==> src/rtl/cla_pkg.sv <==
// cla_pkg: shared types and configuration check for the pipelined CLA adder.
package cla_pkg;
  localparam int CLA_MAX_W = 64;
  typedef enum logic { OP_ADD = 1'b0, OP_SUB = 1'b1 } op_e;
  // Operands travel at full width; stage k consumes and fills segment k only.
  typedef struct packed {
    logic valid;
    op_e op;
    logic carry;
    logic [CLA_MAX_W-1:0] a;
    logic [CLA_MAX_W-1:0] b;
    logic [CLA_MAX_W-1:0] sum;
  } stage_t;
  function automatic bit cla_cfg_ok(input int dw, input int ns);
    return ns >= 1 && dw >= 1 && dw <= CLA_MAX_W && (dw % ns) == 0;
  endfunction
endpackage

==> src/rtl/cla_segment.sv <==
// cla_segment: W-bit carry-lookahead slice built from group generate/propagate terms.
module cla_segment #(
  parameter int W = 4
) (
  input  logic [W-1:0] a_i,
  input  logic [W-1:0] b_i,
  input  logic         cin_i,
  output logic [W-1:0] sum_o,
  output logic         cout_o
);
  logic [W-1:0] g;
  logic [W-1:0] p;
  logic [W:0] c;
  assign g = a_i & b_i;
  assign p = a_i ^ b_i;
  always_comb begin
    logic gg;
    logic pp;
    gg = 1'b0;
    pp = 1'b1;
    c[0] = cin_i;
    for (int i = 0; i < W; i++) begin
      gg = g[i] | (p[i] & gg);
      pp = pp & p[i];
      c[i+1] = gg | (pp & cin_i);
    end
  end
  assign sum_o = p ^ c[W-1:0];
  assign cout_o = c[W];
endmodule

==> src/rtl/pipe_cla_adder.sv <==
// pipe_cla_adder: segmented pipelined CLA add/subtract with valid/ready and a global stall.
// Optional PIPE_CLA_OVF_EN adds a signed-overflow output o_overflow.
module pipe_cla_adder
  import cla_pkg::*;
#(
  parameter int DATA_WIDTH = 17,
  parameter int NUM_STAGES = 1
) (
  input  logic                  i_clk,
  input  logic                  i_rst,
  input  logic                  i_valid,
  output logic                  o_ready,
  input  logic [DATA_WIDTH-1:0] i_data_one,
  input  logic [DATA_WIDTH-1:0] i_data_two,
  input  logic                  i_sub,
  input  logic                  i_cin,
  output logic                  o_valid,
  input  logic                  i_ready,
  output logic [DATA_WIDTH-1:0] o_data,
`ifdef PIPE_CLA_OVF_EN
  output logic                  o_overflow,
`endif
  output logic                  o_carry
);
  localparam int SEG_WIDTH = DATA_WIDTH / (NUM_STAGES < 1 ? 1 : NUM_STAGES);
  if (!cla_cfg_ok(DATA_WIDTH, NUM_STAGES)) begin : g_bad_cfg
    $error("pipe_cla_adder: DATA_WIDTH must be a multiple of NUM_STAGES (>=1) and <= CLA_MAX_W");
  end
  logic adv;
  stage_t last;
  logic unused_bits;
  for (genvar k = 0; k < NUM_STAGES; k++) begin : g_stage
    stage_t cur;
    stage_t st_d;
    stage_t st_q;
    logic [SEG_WIDTH-1:0] s;
    logic c;
    if (k == 0) begin : g_head
      // Subtraction enters as A + ~B + !cin; the inversion of B happens per segment.
      always_comb begin
        cur = '0;
        cur.valid = i_valid;
        cur.op = op_e'(i_sub);
        cur.carry = i_cin ^ i_sub;
        cur.a = CLA_MAX_W'(i_data_one);
        cur.b = CLA_MAX_W'(i_data_two);
      end
    end else begin : g_body
      assign cur = g_stage[k-1].st_q;
    end
    cla_segment #(.W(SEG_WIDTH)) u_seg (
      .a_i(cur.a[k*SEG_WIDTH +: SEG_WIDTH]),
      .b_i(cur.b[k*SEG_WIDTH +: SEG_WIDTH] ^ {SEG_WIDTH{cur.op == OP_SUB}}),
      .cin_i(cur.carry),
      .sum_o(s),
      .cout_o(c)
    );
    always_comb begin
      st_d = cur;
      st_d.sum[k*SEG_WIDTH +: SEG_WIDTH] = s;
      st_d.carry = c;
    end
    always_ff @(posedge i_clk or posedge i_rst)
      if (i_rst) st_q <= '0;
      else if (adv) st_q <= st_d;
  end
  assign last = g_stage[NUM_STAGES-1].st_q;
  assign adv = !last.valid || i_ready;
  assign o_ready = adv;
  assign o_valid = last.valid;
  assign o_data = last.sum[DATA_WIDTH-1:0];
  assign o_carry = last.carry;
`ifdef PIPE_CLA_OVF_EN
  assign o_overflow = (last.a[DATA_WIDTH-1] == (last.b[DATA_WIDTH-1] ^ (last.op == OP_SUB)))
                   && (last.sum[DATA_WIDTH-1] != last.a[DATA_WIDTH-1]);
`endif
  assign unused_bits = ^last;
endmodule

==> config.mk <==
export PLATFORM = sky130hd
export DESIGN_NAME = pipe_cla_adder
export DESIGN_NICKNAME = d
export VERILOG_FILES = /design/src/rtl/cla_pkg.sv /design/src/rtl/cla_segment.sv /design/src/rtl/pipe_cla_adder.sv
export SDC_FILE = /design/constraint.sdc
export NUM_CORES = 1
export LEC_CHECK = 0
export CORE_UTILIZATION = 49
export DETAILED_ROUTE_END_ITERATION = 16
export GPL_TIMING_DRIVEN = 0
export PLACE_DENSITY = 0.9
export SYNTH_ARGS = -nofsm -noshare
export SYNTH_HDL_FRONTEND = slang
export SYNTH_SLANG_ARGS = --single-unit
==> constraint.sdc <==
create_clock -name i_clk -period 2.84 [get_ports i_clk]
set_input_delay 0.852 -clock i_clk [delete_from_list [all_inputs] [get_ports i_clk]]
set_output_delay 0.852 -clock i_clk [all_outputs]
set_load 0.01 [all_outputs]
==> impl_metrics.toml <==
[status]
status = "complete, no violations"

[clocking]
cts_sinks = 19
htree_levels = 1
cts_root_buf = "clkbuf_4"
cts_tree = "yes"
clkTransAtPathRegs_ns = 0.10
clock_path_buffers = 2
clk-insertion-delay-late_ns = 0.29
numCtsBuffers = 3

[grt]
grt_start_max_net_pins = 20
grt_pass1_vias = 1492
gr-total-overflow = 0
antenna_found_initial = 0
grt_use_total_pct = 23.0
grt_pass1_wl_um = 6240

[critical_path]
crit_path_end_kind = "primary output"
required_ns = 1.99
cp_max_fo = 10
crit_type = "input pin to primary output"
start_kind = "input pin"
rr_worst_depth = 4
crit_arrival_ns = 1.98

[floorplanning]
pin_count = 60
die_h_um = 60.2
core_area_mm2 = 0.00313
start_util_pct = 53.0
die-area_mm2 = 0.00362
row_count = 20
die_x_um = 60.2

[synth]
synth_area_leaders = "dfrtp_1 29%, ha_1 13%, xor2_1 9.5%"
ys_ff_latch = 19
netlist.area_leader.share_pct = 28.7
syn-cell-area_mm2 = 0.00166
yosys.cell_types.count = 38
ys_seq_area_share_pct = 28.7
syn_nets = 241
synth_mux_area_share_pct = 0
netlist_instances = 183
yosysTopAreaCell = "dfrtp_1"
async_reset_ff_share_pct = 100
synth_xor_xnor_area_share_pct = 17.5
synth_warnings = 0
ys.flop_type = "dfrtp_1"
synth_top_family_by_area = "compound AO/OA/AOI/OAI gates"
synth_fa_ha_area_share_pct = 14.0
yosys.area_share.simple_pct = 13.0
synth_edf_count = 0
synth.avg_cell_area_um2 = 9.06
synth_compound_area_share_pct = 22.5

[flow_run]
maxCapViolCount = 0

[layout]
fin_nets = 315
design_area_mm2 = 0.00259
utilization_pct = 82.8
diodes = 0
drive_gt1_share_pct = 18.4
stdcell_count = 300
area_growth_pct = 56.3

[drt]
vias_per_cell = 5.73
routed_wl_um = 5070
ant_nets = 0
via_count = 1719
routedWlPerCell_um = 16.9
drcViolationCount = 0
drt_iter0_drc = 83
firstDrtPassIters = 4

[place]
dp_cells = 285
port-buffer-count = 58
gp_congestion = 0.902
hpwlAfterDp_um = 3180
postPlaceCellArea_mm2 = 0.00231

[worst_hold_path]
hold_depth = 2
hold_class = "flip-flop to flip-flop"

[timing]
tightest_slew_ns = 0.682
rsz0062_at_grt = "yes"
finalCritPeriodShare_pct = 99.9
fmax_mhz = 353
finalHoldViolCount = 0
clock_skew_ns = 0.00203
min_period_ns = 2.84
final_max_slew_viol_count = 0
slew_headroom_pct = 54.5
finalSetupViolCount = 0

[power_and_ir_drop]
peakVddDrop_v = 0.000227
powerDensity_mw_per_mm2 = 498
leakagePower_uw = 0.00113
[routing by layer]
metal  track usage [%]  wire [um]  vias up  part of all wire, %
li1                  -          -      787                    -
met1              28.2       2020      830                   40
met2              41.0       2570       84                   51
met3              2.16        322       18                  6.3
met4              8.64        155        0                  3.1
met5                 0          0        -                    0
[synthesized netlist by cell type (all sizes together), types with 2 or more instances]
| cell | instances |
|---|---|
| ha | 17 |
| nand2 | 14 |
| dfrtp | 19 |
| inv | 11 |
| a21o | 2 |
| o21ai | 12 |
| nand2b | 2 |
| o21bai | 4 |
| xnor2 | 13 |
| clkbuf | 4 |
| xor2 | 18 |
| nand4 | 3 |
| buf | 2 |
| a21oi | 18 |
| o31ai | 5 |
| o21a | 2 |
| nor2 | 14 |
| o211ai | 3 |
| nor4 | 2 |
| nor3 | 6 |
| nand3 | 2 |
[logic make-up after synthesis]
| logic type | count (synthesis) |
|---|---|
| AO/OA/AOI/OAI | 52 |
| AND/OR/NAND/NOR | 46 |
| XOR/XNOR | 31 |
| flip-flops | 19 |
| adder cells (fa/ha/maj) | 18 |
| buffers and inverters | 17 |
[cells in the final DEF (no fill, tap or decap), drive strengths merged, types with 2 or more instances in the layout]
cell type and n:
nand4 3, clkdlybuf4s50 48, buf 13, o31ai 5, nor2 14, nand3 2, nor3 6, o21bai 4
a21o 2, nand2b 2, o211ai 3, nand2 14, dlymetal6s2s 9, xnor2 13, dfrtp 19, clkbuf 8
a21oi 18, nor4 2, xor2 18, o21a 2, inv 11, o21ai 12, ha 17
[worst max-delay path, cell delays in order]
cell             delay (ns)
clkdlybuf4s50_1        0.42
nor2b_2                0.17
inv_2                  0.09
clkbuf_8               0.17
dlygate4sd2_1          0.28
[power breakdown]
part | internal, uW | leakage [uW] | total, uW | switching (uW)
registers | 346 | 0.000221 | 392 | 46.5
logic | 397 | 0.000890 | 765 | 368
clock network | 54.7 | 0.0000150 | 133 | 78.5
[metrics by stage]
step                setup WS [ns]  setup TNS (ns)  total power (uW)  hold WS, ns
global placement           -0.486           -2.66              1020        0.451
floorplan                  0.0307               0               754        0.507
global route               -0.127          -0.391              1370        0.522
CTS                       -0.0342         -0.0342              1170        0.492
detailed placement         -0.506           -3.45              1040        0.470
finish                    0.00387               0              1290        0.489
[final timing paths]
path | to | start | slack (ns)
max in group asynchronous | o_data[0] | i_rst | 1.45
min in group asynchronous | o_data[11] | i_rst | 0.95
worst max-delay path | o_ready | i_ready | 0.004
worst min register to register | o_data[1] | o_data[1] | 0.49
worst min-delay path | o_data[1] | o_data[1] | 0.49
worst max register to register | o_data[3] | o_valid | 1.16
[area by class of cell]
class | count | area [um^2]
multi-input cells | 147 | 1260
repair buffers | 69 | 684
fillers | 185 | 537
flip-flops and latches | 19 | 475
well taps | 44 | 55.1
plain buffers | 6 | 51.3
inverters | 11 | 41.3
clock buffers | 4 | 26.3
[sequential cells by signal, summed over array words and instances, names as in the netlist]
| name | count |
|---|---|
| o_valid | 1 |
| o_carry | 1 |
| o_data | 17 |
[timing repair]
item,CTS,global route
pin swaps,0,26
setup buffers,0,11
hold buffers,0,0
gates resized for setup,7,32
endpoints found under the setup margin,4,8
No activity file was read; power rests on OpenSTA's default activity.
